File: src/rtl/imem_axi_rd_resp.sv
// AXI4 read responder: serves INCR bursts of 64-bit beats from a 1-cycle-latency
// instruction memory, with a 2-entry output buffer absorbing RREADY backpressure.
module imem_axi_rd_resp #(
    parameter int ADDR_W    = 32,
    parameter int MEM_WORDS = 4096,
    parameter int MEM_AW    = 12
) (
    input  logic              axi_clk,
    input  logic              axi_resetn,
    input  logic [ADDR_W-1:0] araddr_i,
    input  logic [7:0]        arlen_i,
    input  logic [2:0]        arsize_i,
    input  logic [1:0]        arburst_i,
    input  logic              arvalid_i,
    output logic              arready_o,
    output logic [63:0]       rdata_o,
    output logic [1:0]        rresp_o,
    output logic              rlast_o,
    output logic              rvalid_o,
    input  logic              rready_i,
    output logic              mem_en_o,
    output logic [MEM_AW-1:0] mem_addr_o,
    input  logic [63:0]       mem_rdata_i
);

    typedef enum logic {IDLE, BURST} state_t;

    localparam logic [ADDR_W:0] MEM_BYTES = (ADDR_W+1)'(MEM_WORDS * 8);

    state_t            state;
    logic              arready_q;
    logic [ADDR_W-1:0] addr_q;
    logic [7:0]        len_q;
    logic [7:0]        issue_idx;
    logic [8:0]        issue_left;
    logic              req_err_q;

    logic              inflight_q;
    logic              infl_err_q;
    logic              infl_last_q;

    logic [63:0]       buf_data [2];
    logic [1:0]        buf_resp [2];
    logic              buf_last [2];
    logic              wr_ptr;
    logic              rd_ptr;
    logic [1:0]        buf_count;

    logic [1:0]        occupancy;
    logic              issue;
    logic              beat_err;
    logic              r_fire;
    logic              push;
    logic              pop;
    logic [63:0]       infl_data;
    logic [1:0]        infl_resp;

    assign arready_o  = arready_q;

    // Buffered beats plus the one returning from memory must never exceed two.
    assign occupancy  = buf_count + {1'b0, inflight_q};
    assign issue      = (state == BURST) && (issue_left != 9'd0) && (occupancy < 2'd2);
    assign beat_err   = req_err_q || ({1'b0, addr_q} >= MEM_BYTES);
    assign mem_en_o   = issue && !beat_err;
    assign mem_addr_o = mem_en_o ? addr_q[MEM_AW+2:3] : '0;

    assign infl_data  = infl_err_q ? 64'd0 : mem_rdata_i;
    assign infl_resp  = infl_err_q ? 2'b10 : 2'b00;

    // Head of the buffer, falling through to the returning beat when empty.
    always_comb begin
        rvalid_o = 1'b0;
        rdata_o  = '0;
        rresp_o  = '0;
        rlast_o  = 1'b0;
        if (buf_count != 2'd0) begin
            rvalid_o = 1'b1;
            rdata_o  = buf_data[rd_ptr];
            rresp_o  = buf_resp[rd_ptr];
            rlast_o  = buf_last[rd_ptr];
        end else if (inflight_q) begin
            rvalid_o = 1'b1;
            rdata_o  = infl_data;
            rresp_o  = infl_resp;
            rlast_o  = infl_last_q;
        end
    end

    assign r_fire = rvalid_o && rready_i;
    assign pop    = r_fire && (buf_count != 2'd0);
    assign push   = inflight_q && ((buf_count != 2'd0) || !rready_i);

    always_ff @(posedge axi_clk or negedge axi_resetn) begin
        if (!axi_resetn) begin
            state      <= IDLE;
            arready_q  <= 1'b0;
            addr_q     <= '0;
            len_q      <= '0;
            issue_idx  <= '0;
            issue_left <= '0;
            req_err_q  <= 1'b0;
        end else begin
            case (state)
                IDLE: begin
                    if (arvalid_i && arready_q) begin
                        state      <= BURST;
                        arready_q  <= 1'b0;
                        addr_q     <= araddr_i;
                        len_q      <= arlen_i;
                        issue_idx  <= '0;
                        issue_left <= {1'b0, arlen_i} + 9'd1;
                        req_err_q  <= (araddr_i[2:0] != 3'b000) || (arsize_i != 3'b011) ||
                                      (arburst_i != 2'b01);
                    end else begin
                        arready_q <= 1'b1;
                    end
                end
                BURST: begin
                    if (issue) begin
                        addr_q     <= addr_q + ADDR_W'(8);
                        issue_left <= issue_left - 9'd1;
                        issue_idx  <= issue_idx + 8'd1;
                    end
                    if (r_fire && rlast_o) begin
                        state     <= IDLE;
                        arready_q <= 1'b1;
                    end
                end
            endcase
        end
    end

    always_ff @(posedge axi_clk or negedge axi_resetn) begin
        if (!axi_resetn) begin
            inflight_q  <= 1'b0;
            infl_err_q  <= 1'b0;
            infl_last_q <= 1'b0;
        end else begin
            inflight_q  <= issue;
            infl_err_q  <= issue && beat_err;
            infl_last_q <= issue && (issue_idx == len_q);
        end
    end

    always_ff @(posedge axi_clk or negedge axi_resetn) begin
        if (!axi_resetn) begin
            for (int i = 0; i < 2; i++) begin
                buf_data[i] <= '0;
                buf_resp[i] <= '0;
                buf_last[i] <= 1'b0;
            end
            wr_ptr    <= 1'b0;
            rd_ptr    <= 1'b0;
            buf_count <= '0;
        end else begin
            if (push) begin
                buf_data[wr_ptr] <= infl_data;
                buf_resp[wr_ptr] <= infl_resp;
                buf_last[wr_ptr] <= infl_last_q;
                wr_ptr           <= ~wr_ptr;
            end
            if (pop) begin
                rd_ptr <= ~rd_ptr;
            end
            case ({push, pop})
                2'b10:   buf_count <= buf_count + 2'd1;
                2'b01:   buf_count <= buf_count - 2'd1;
                default: buf_count <= buf_count;
            endcase
        end
    end

endmodule

File: config.mk
export PLATFORM = sky130hd
export DESIGN_NAME = imem_axi_rd_resp
export DESIGN_NICKNAME = d
export VERILOG_FILES = /design/src/rtl/imem_axi_rd_resp.sv
export SDC_FILE = /design/constraint.sdc
export NUM_CORES = 1
export LEC_CHECK = 0
export BUFFER_PORTS_ARGS = -buffer_cell sky130_fd_sc_hd__buf_2
export CAP_MARGIN = 10
export CORE_MARGIN = 3
export CORE_UTILIZATION = 25
export CTS_CLUSTER_SIZE = 24
export DETAILED_ROUTE_END_ITERATION = 8
export GPL_TIMING_DRIVEN = 0
export HOLD_SLACK_MARGIN = 0.1
export PLACE_DENSITY = 0.5
export SLEW_MARGIN = 20
export SYNTH_ARGS = -nofsm -noshare
export SYNTH_HDL_FRONTEND = slang
export SYNTH_SLANG_ARGS = --single-unit
File: constraint.sdc
create_clock -name axi_clk -period 3 [get_ports axi_clk]
set_input_delay 0.3 -clock axi_clk [delete_from_list [all_inputs] [get_ports axi_clk]]
set_output_delay 0.3 -clock axi_clk [all_outputs]
set_load 0.01 [all_outputs]
Yosys cells after proc, flatten, opt, wreduce, memory -nomap -nowiden
Cells that the tools add are included.

Flip-flop bits (word level): 201. Latch bits: 0. Memory bits (writable): 0. ROM bits: 0. Output and inout port bits: 82. Word-level logic and storage cells: 112. Memories kept: 0.

Add/sub/neg operators: 7. Multiply operators: 0. Divide/modulo/power cells: 0. Order comparisons: 5. Equal/unequal tests: 8. Shift operators: 0. Mux-type cells: 45. Bitwise logic cells: 5. Reduce and logical (&&, ||, !) cells: 23.

Operators with widths (count): 2-to-1 mux 64 bit (7); bitwise mux 128 bit (1); demux 64 bit (select 1 bit) (1); 2-to-1 mux 32 bit (2); case mux 32 bit (2 select lines) (1); adder 32 x 4 -> 32 bit (second input constant) (1); >= comparator 32 x 16 -> 1 bit (second input constant) (1); 2-to-1 mux 9 bit (2); case mux 9 bit (2 select lines) (1); 2-to-1 mux 8 bit (2); case mux 8 bit (2 select lines) (1); 2-to-1 mux 2 bit (7); 2-to-1 mux 1 bit (12); 2-to-1 mux 12 bit (1); logical AND 1 bit (11); adder 8 x 1 -> 9 bit (second input constant) (1); nonzero test 9 bit (1); subtractor 9 x 1 -> 9 bit (second input constant) (1); adder 8 x 1 -> 8 bit (second input constant) (1); == test 8 bit (1); inequality test 2 x 1 -> 1 bit (second input constant) (3); bitwise mux 4 bit (1); >= comparator 2 bit (second input constant) (2); logical OR 1 bit (4); 20 further kinds (27).

Depth between registers and ports, before layout
Gate-level depths: netlist of the first run.

Depth in word-level cells: 8. Depth in mapped cells: 10.

Worst setup path before layout of the first run
Ideal clock, no wire load.

Path type: register to output. From: register addr_q[17]. To: output port mem_addr_o[10]. Arrival: 1761 ps. Path slack: 939 ps. Cell stages (with the launch flop): 5. Path buffers: 1. Path through: dfrtp_1 > or4_1 > nor4_1 > clkbuf_1 > and3_1.

Cells in the longest elaborated chain, start to end: 5.

Ends and longest elaborated chain: start, declared (RTL line 32) `logic [ADDR_W-1:0] addr_q;`; start signal, assigned (RTL line 108) `addr_q <= araddr_i;`; start signal, assigned (RTL line 120) `addr_q <= addr_q + ADDR_W'(8);`; >= comparator 32 x 16 -> 1 bit (RTL line 63) `assign beat_err = req_err_q || ({1'b0, addr_q} >= MEM_BYTES);`; logical OR 1 bit (RTL line 63); zero test 1 bit (RTL line 64) `assign mem_en_o = issue && !beat_err;`; logical AND 1 bit (RTL line 64); 2-to-1 mux 12 bit (RTL line 65) `assign mem_addr_o = mem_en_o ? addr_q[MEM_AW+2:3] : '0;`; end, declared (RTL line 22) `output logic [MEM_AW-1:0] mem_addr_o,`.

No other way between the ends.

Worst setup path after layout of the first run
From: register issue_left[0]. To: output port mem_addr_o[11].

Cells in the longest elaborated chain, start to end: 5.

Ends and longest elaborated chain: start, declared (RTL line 35) `logic [8:0] issue_left;`; start signal, assigned (RTL line 111) `issue_left <= {1'b0, arlen_i} + 9'd1;`; start signal, assigned (RTL line 121) `issue_left <= issue_left - 9'd1;`; nonzero test 9 bit (RTL line 62) `assign issue = (state == BURST) && (issue_left != 9'd0) && (occupancy < 2'd2);`; logical AND 1 bit (2 in series) (RTL line 62); logical AND 1 bit (RTL line 64); 2-to-1 mux 12 bit (RTL line 65).

No other way between the ends.

==> summary.md, run 1 <==
| Metric | Value |
|---|---|
| Ys flop type | `dfrtp_1` |
| Critical path arrival | `approximately 2.5 ns` |
| Die W | `209.0 µm` |
| Logic pwr share | `a little under half` |
| Final setup skew | `about 0.011 ns` |
| Syn. warnings | `0` |
| Global-route wire length before repair | `54,300 µm` |
| Clk sink count | `196` |
| Drt drc | `0` |
| Row count | `between 70 and 80` |
| Lkg Pwr | `0.005934 µW` |
| Post-synth EDFFs | `0` |
| Share of cells above drive strength 1 | `20.21%` |
| Period utilization | `92.75%` |
| CP top delay family | `buffers and inverters` |
| Boundary Pins | `195` |
| Actual slew at the worst max-slew pin | `0.8260 ns` |
| Internal | `approximately 7400 µW` |
| Core Region | `about 40,000 µm²` |
| Hold WC Path Type | `in2reg` |
| Run status | `finished, final reports clean` |
| Slew Viols, Final | `0` |
| Clk pwr share | `18.5%` |
| Maxcap violations | `0` |
| Net count, final | `1,522` |
| Die H | `209.0 µm` |
| Initial core utilization | `25.63%` |
| Quantity of I/O buffers inserted on ports | `a little under 200` |
| Rel. slew slack | `44.51%` |
| Fmax | `between 300 and 400 MHz` |
| Syn Nets | `1,291` |
| Crit path largest cell delay | `0.37 ns` |
| Worst path depth | `10` |
| Worst setup path start | `issue_left[0]` |
| CP required | `2.70 ns` |
| Worst setup SP type | `register` |
| R2R setup slack | `0.32 ns` |
| Initial antenna violation count | `1` |
| Seq pwr share | `between 30% and 40%` |
| Switch Pwr | `5870 µW` |
| GRT Total Usage | `15.59%` |
| Dpl hpwl | `between 20,000 and 25,000 µm` |
| Worst r2r src | `buf_count[0]` |
| Final hold violation count | `0` |
| CTS buffer count | `17` |
| Top cells by area, synth | `dfrtp_1 (48%), o21ai_0 (11%), nand2_1 (9.5%)` |
| Post-Route WL | `34,130 µm` |
| Total Power | `13,220 µW` |
| Worst Path Max Fanout | `10` |
| Pwr per Cell Area | `~1000 nW/µm²` |
| Avg Inst Size Synth | `8.787 µm²` |
| Seq/Total Area, Yosys | `a little under half` |
| Area grow syn2layout | `24.52%` |
| Slowest cell on crit path | `dfrtp_1` |
| Die Area | `43,670 µm²` |
| Largest net degree at the start of global routing | `97` |
| Synth cell types | `62` |
| Sw Share | `between 40 and 50%` |
| Mapped cell area | `10,300 µm²` |
| #FFs+latches synth | `between 150 and 200` |
| Share of the synthesized area in the top cell type | `47.62%` |
| Via count | `9,357` |
| CTS tree | `built` |
| Syn Inst Count | `around 1.2k` |
| Finished Layout Cells | `1,940` |
| Path depth of the worst reg2reg path | `8` |
| DRT antenna net count | `0` |
| Tmin final | `about 2.8 ns` |
| Share of flip-flops with an asynchronous set or reset | `100.0%` |
| Via density | `a little under 5` |
| Congestion Overflow GR | `0` |
| Critical path capture point type | `primary output` |
| CTS HTree Levels | `4` |
| Worst min-delay path startpoint | `araddr_i[3]` |
| Setup CP Type | `reg2out` |
| Pre-antenna DRT Iters | `5` |
| Number of DRC markers in iteration 0 | `564` |
| Peak supply drop | `0.4088 mV` |
| Final setup viols | `0` |
| Worst setup path end | `mem_addr_o[11]` |
| RSZ-0062 raised after global routing | `false` |
| Clock Path Buffers | `2` |
| Buf/Inv on CP | `5` |
| Antenna diodes | `0` |
| DP Cell Count | `1,892` |
| WL/cell | `17.59 µm` |
| Placer congestion estimate | `0.8413` |
| Largest area contributor in the netlist | `dfrtp_1` |
| Clock slew at reported path FFs | `0.08 ns` |
| Clock root buffer | `clkbuf_16` |
| R2R Path End | `buf_data[121]` |
| Vias in the first global route | `between 9k and 10k` |
| Worst skew pair latency | `0.45 ns` |
| Crit-path cells | `inv_1 > ha_1 > nor2b_1 > nand3_1 > nand2_1 > inv_1 > buf_2 > clkbuf_4 > and3_1 > buf_2` |
| Final TNS setup | `0 ns` |
==> what timing repair did <==
action | in CTS | in global routing
resized for setup | 11 | 16
setup buffers | 1 | 0
hold buffers | 16 | 0
endpoints found under the setup margin | 58 | 47
endpoints found under the hold margin | 115 | 0
==> layer usage <==
metal  global-route usage (%)  share of wire, %
met1                    21.84                48
met2                    25.22                46
met3                    3.168               4.8
met4                    2.887              0.87
met5                        0             0.050
==> worst min path at each step <==
stage | end | slack (ns) | cells after the start
CTS | len_q[6] | 0.10 | 3
finish | addr_q[3] | 0.13 | 3
global placement | buf_data[2] | 0.46 | 2
detailed placement | buf_data[18] | 0.13 | 1
floorplan | addr_q[10] | 0.004 | 0
global route | addr_q[3] | 0.13 | 3
==> metrics by stage <==
step	util [%]	cell area, µm²	hold WS, ns	setup WS (ns)
6_report	31.91	12820	0.1337	0.2175
4_1_cts	31.85	12800	0.1015	0.01435
3_3_place_gp	29.66	11920	0.4607	-1.936
2_1_floorplan	-	10300	0.004409	0.9395
3_5_place_dp	29.83	11990	0.1277	0.0008367
5_1_grt	31.91	12820	0.1286	0.02196
==> kinds of logic after synthesis <==
kind of cell,synth area share [%]
xor+xnor,1.701
fa+ha+maj,0.7289
mux,7.144
simple gates,21.95
other cells,0.03641
compound gates,16.92
buf+inv,3.888
flops,47.62
==> worst min-delay path, delay by kind of cell <==
family / cells / cell delay, ns
buffers and inverters: 1 / 0.10
and+or+nand+nor: 1 / 0.09
AOI/OAI and AO/OA: 1 / 0.05
==> final cells by class <==
type	instances	area, µm²
Buffer	87	402.9
Tap cell	525	656.9
Multi-Input combinational cell	882	5022
Timing Repair Buffer	212	1199
Clock buffer	20	466.7
Sequential cell	196	4905
Fill cell	4327	27370
Clock inverter	11	141.4
Inverter	7	30.03
==> registers in the layout, indices dropped and copies added (netlist names) <==
name         flops
buf_data       128
buf_count        2
infl_last_q      1
issue_left       9
len_q            8
state            1
arready_o        1
rd_ptr           1
infl_err_q       1
wr_ptr           1
addr_q          29
buf_last         2
buf_resp         2
issue_idx        8
inflight_q       1
req_err_q        1
==> power groups by stage <==
stage / Sequential [µW] / Clock, µW / Combinational, µW
4_1_cts: 4420 / 2520 / 6420
2_1_floorplan: 4250 / 0 / 4080
3_3_place_gp: 4440 / 0 / 6270
5_1_grt: 4590 / 2620 / 7130
6_report: 4430 / 2440 / 6350
3_5_place_dp: 4470 / 0 / 6340
==> placed cells by master, fill, tap and decap left out, types with 6 or more instances in the layout <==
master / n
dfrtp_1: 196
o22ai_1: 10
nor2_1: 25
a21oi_1: 19
o21ai_0: 220
xor2_1: 6
nand2_1: 261
inv_1: 6
nand2b_1: 64
o21a_1: 6
nor4_1: 11
ha_1: 6
a221o_1: 8
buf_2: 218
nand3_1: 33
or3_1: 6
a2bb2oi_1: 6
and3_1: 21
clkbuf_1: 43
dlygate4sd3_1: 16
clkbuf_2: 8
mux2i_1: 69
clkbuf_16: 17
nand4_1: 6
nor3_1: 13
xnor2_1: 14
==> synthesized netlist by cell type, types with 5 or more instances <==
library cell,count
o21a_1,6
and2_1,5
buf_2,26
a21oi_1,20
a2bb2oi_1,6
buf_1,9
o2111ai_1,5
a21o_1,5
nor4_1,12
nor3_1,13
a221o_1,8
xor2_1,6
inv_1,7
nand2_1,261
o22ai_1,10
ha_1,6
o21ai_0,220
dfrtp_1,196
xnor2_1,14
nor2_1,26
clkbuf_1,49
and3_1,21
nand3_1,33
and4_1,5
nand4_1,6
or3_1,6
nand2b_1,64
mux2i_1,69
No activity file was read; power rests on OpenSTA's default activity.
==> run 2: changes to the inputs <==
--- a/config.mk
+++ b/config.mk
@@ -8,12 +8,12 @@
 export BUFFER_PORTS_ARGS = -buffer_cell sky130_fd_sc_hd__buf_2
 export CAP_MARGIN = 10
 export CORE_MARGIN = 3
-export CORE_UTILIZATION = 25
+export CORE_UTILIZATION = 45
 export CTS_CLUSTER_SIZE = 24
 export DETAILED_ROUTE_END_ITERATION = 8
 export GPL_TIMING_DRIVEN = 0
 export HOLD_SLACK_MARGIN = 0.1
-export PLACE_DENSITY = 0.5
+export PLACE_DENSITY = 0.75
 export SLEW_MARGIN = 20
 export SYNTH_ARGS = -nofsm -noshare
 export SYNTH_HDL_FRONTEND = slang
==> run 2 against run 1 <==
Net effect: final area shrank 3.1%; sequential power about the same; count of clock-buffer cells in the layout decreased by 2; highest routed layer is now met4.
==> summary.md, run 2 (synthesis results as in run 1) <==
| Metric | Value |
|---|---|
| CP required | `2.70 ns (about the same)` |
| Logic pwr share | `47.9% (about the same)` |
| Setup CP Type | `reg2out` |
| Switch Pwr | `5838 µW (-0.54%)` |
| Worst setup SP type | `register` |
| Sw Share | `44.93% (+0.54 points)` |
| Max reg flops | `128 (unchanged)` |
| Initial antenna violation count | `0 (-1)` |
| Drt drc | `0 (unchanged)` |
| Period utilization | `95.58% (+2.8 points)` |
| Worst skew pair latency | `0.44 ns (about the same)` |
| DRT antenna net count | `0 (unchanged)` |
| Pre-antenna DRT Iters | `7 (+2)` |
| Tmin final | `2.868 ns (+0.08501 ns)` |
| Die W | `157.3 µm (-25%)` |
| CTS tree | `built` |
| GRT Total Usage | `24.22% (+8.6 points)` |
| Post-Place Setup Slack | `0.03399 ns (+0.03315 ns)` |
| Die Area | `24,740 µm² (-43%)` |
| Via count | `9,612 (+2.7%)` |
| Worst r2r src | `buf_count[0]` |
| Slew Viols, Final | `0 (unchanged)` |
| Global-route wire length before repair | `47,900 µm (-12%)` |
| Initial core utilization | `46.47% (+21 points)` |
| Placer congestion estimate | `0.9349 (+11%)` |
| Via density | `5.694 (+18%)` |
| Lkg Pwr | `0.005878 µW (-0.95%)` |
| Fmax | `348.7 MHz (-3.0%)` |
| Critical path capture point type | `primary output` |
| Final WS setup | `0.1325 ns (-0.08502 ns)` |
| Clock Path Buffers | `2 (unchanged)` |
| Rel. slew slack | `46.18% (+1.7 points)` |
| Commonest non-fill, non-tap cell in the layout | `nand2_1` |
| Largest net degree at the start of global routing | `98 (+1.0%)` |
| Final setup skew | `0.01246 ns (+0.001263 ns)` |
| Peak supply drop | `0.5617 mV (+37%)` |
| Finished Layout Cells | `1,688 (-13%)` |
| Net count, final | `1,514 (-0.53%)` |
| Clk pwr share | `17.9% (-0.6 points)` |
| Quantity of I/O buffers inserted on ports | `193 (unchanged)` |
| CTS HTree Levels | `4 (unchanged)` |
| Most frequent cells in the layout | `nand2_1 (261), o21ai_0 (220), buf_2 (217), dfrtp_1 (196), mux2i_1 (69)` |
| Core Region | `22,160 µm² (-45%)` |
| Die H | `157.3 µm (-25%)` |
| Hold WC Path Type | `in2reg` |
| Fill cells | `2,009 (-54%)` |
| Largest registers | `buf_data: 128 flops, addr_q: 29 flops, issue_left: 9 flops` |
| Worst min-delay path startpoint | `arlen_i[5]` |
| Pwr per Cell Area | `1046 nW/µm² (+1.4%)` |
| Final setup viols | `0 (unchanged)` |
| R2R setup slack | `0.30 ns (-0.02 ns)` |
| Post-Route WL | `30,170 µm (-12%)` |
| Maxcap violations | `0 (unchanged)` |
| Clock slew at reported path FFs | `0.07 ns (about the same)` |
| Clock root buffer | `clkbuf_16` |
| Congestion Overflow GR | `0 (unchanged)` |
| Top reg by flops | `buf_data` |
| Critical path arrival | `2.57 ns (+0.09 ns)` |
| DP Cell Count | `1,647 (-13%)` |
| Finished Core Util | `56.05% (+24 points)` |
| Number of DRC markers in iteration 0 | `729 (+29%)` |
| CTS buffer count | `17 (unchanged)` |
| Share of cells above drive strength 1 | `19.96% (-0.25 points)` |
| Worst setup path start | `buf_count[0]` |
| Boundary Pins | `195 (unchanged)` |
| Clk sink count | `196 (unchanged)` |
| Worst Path Max Fanout | `10 (unchanged)` |
| Row count | `54 (-26%)` |
| Actual slew at the worst max-slew pin | `0.8074 ns (-0.01858 ns)` |
| Seq pwr share | `34.2% (+0.7 points)` |
| RSZ-0062 raised after global routing | `false` |
| Internal | `7155 µW (-2.7%)` |
| Antenna diodes | `0 (unchanged)` |
| Final hold violation count | `0 (unchanged)` |
| WL/cell | `17.87 µm (+1.6%)` |
| Dpl hpwl | `21,160 µm (-14%)` |
| Total Power | `12,990 µW (-1.7%)` |
| Run status | `finished, final reports clean` |
| Vias in the first global route | `9,191 (-2.9%)` |
| Area grow syn2layout | `20.62%` |
## run 2: cell types whose count changed in the layout (fill, tap and decap cells not counted), moves of 2 or more
| cell | previous run | this run |
|---|---|---|
| dlygate4sd3_1 | 16 | 7 |
| clkbuf_8 | 3 | 0 |
| buf_1 | 3 | 8 |
| clkbuf_1 | 43 | 45 |
| clkinv_8 | 0 | 7 |
| bufinv_16 | 2 | 0 |
| clkbuf_2 | 8 | 5 |
## run 2: cell type report
class                      count  area (µm²)  share of cell area [%]
buffer                        87       386.6                   3.112
multi-input combinational    882        5022                   40.43
timing repair buffer         204        1116                   8.985
inverter                       7       30.03                  0.2417
clock buffer                  18       429.2                   3.455
clock inverter                14       182.7                   1.471
sequential                   196        4905                   39.48
tap                          280       350.3                   2.820
## run 2: worst paths after layout
kind                           endpoint  cells past startpoint
max                          rdata_o[6]                      7
min                            len_q[5]                      3
max reg2reg                 buf_resp[3]                      8
min reg2reg                 buf_data[0]                      2
max in group asynchronous    addr_q[18]                      4
min in group asynchronous  buf_data[21]                      2
## run 2: routing by layer
layer	vias up	global-route usage, %	part of all wire [%]
met3	38	4.592	7.5
met2	430	40.35	48
li1	4530	-	-
met4	0	5.579	1.4
met5	-	0	0
met1	4614	33.06	43
## run 2: per-stage QoR
step | cell area [µm²] | TNS [ns] | hold slack, ns
3_3_place_gp | 11610 | -310.23 | 0.4607
5_1_grt | 12420 | 0 | 0.1039
2_1_floorplan | 10300 | 0 | 0.004409
4_1_cts | 12380 | 0 | 0.1022
3_5_place_dp | 11680 | 0 | 0.1113
6_report | 12420 | 0 | 0.1051
## run 2: timing repair
| item | CTS | global route |
|---|---|---|
| endpoints found under the hold margin | 112 | 0 |
| setup endpoints to repair | 20 | 19 |
| setup buffers | 0 | 2 |
| hold buffers | 7 | 0 |
| pin swaps | 0 | 0 |
| resized for setup | 8 | 7 |
## run 2: critical path, stage by stage, from the launching register on
cell and delay (ns):
dfrtp_1 0.36, buf_2 0.16, nor4b_1 0.36, clkbuf_2 0.38, buf_1 0.45, nand2_1 0.10
o21ai_0 0.13, buf_2 0.18
## run 2: power by group through the flow
| stage | sequential (µW) | combinational (µW) | clock [µW] |
|---|---|---|---|
| floorplan | 4250 | 4080 | 0 |
| global placement | 4420 | 5960 | 0 |
| detailed placement | 4460 | 6110 | 0 |
| CTS | 4420 | 6170 | 2350 |
| global route | 4580 | 6890 | 2460 |
| finish | 4440 | 6220 | 2330 |
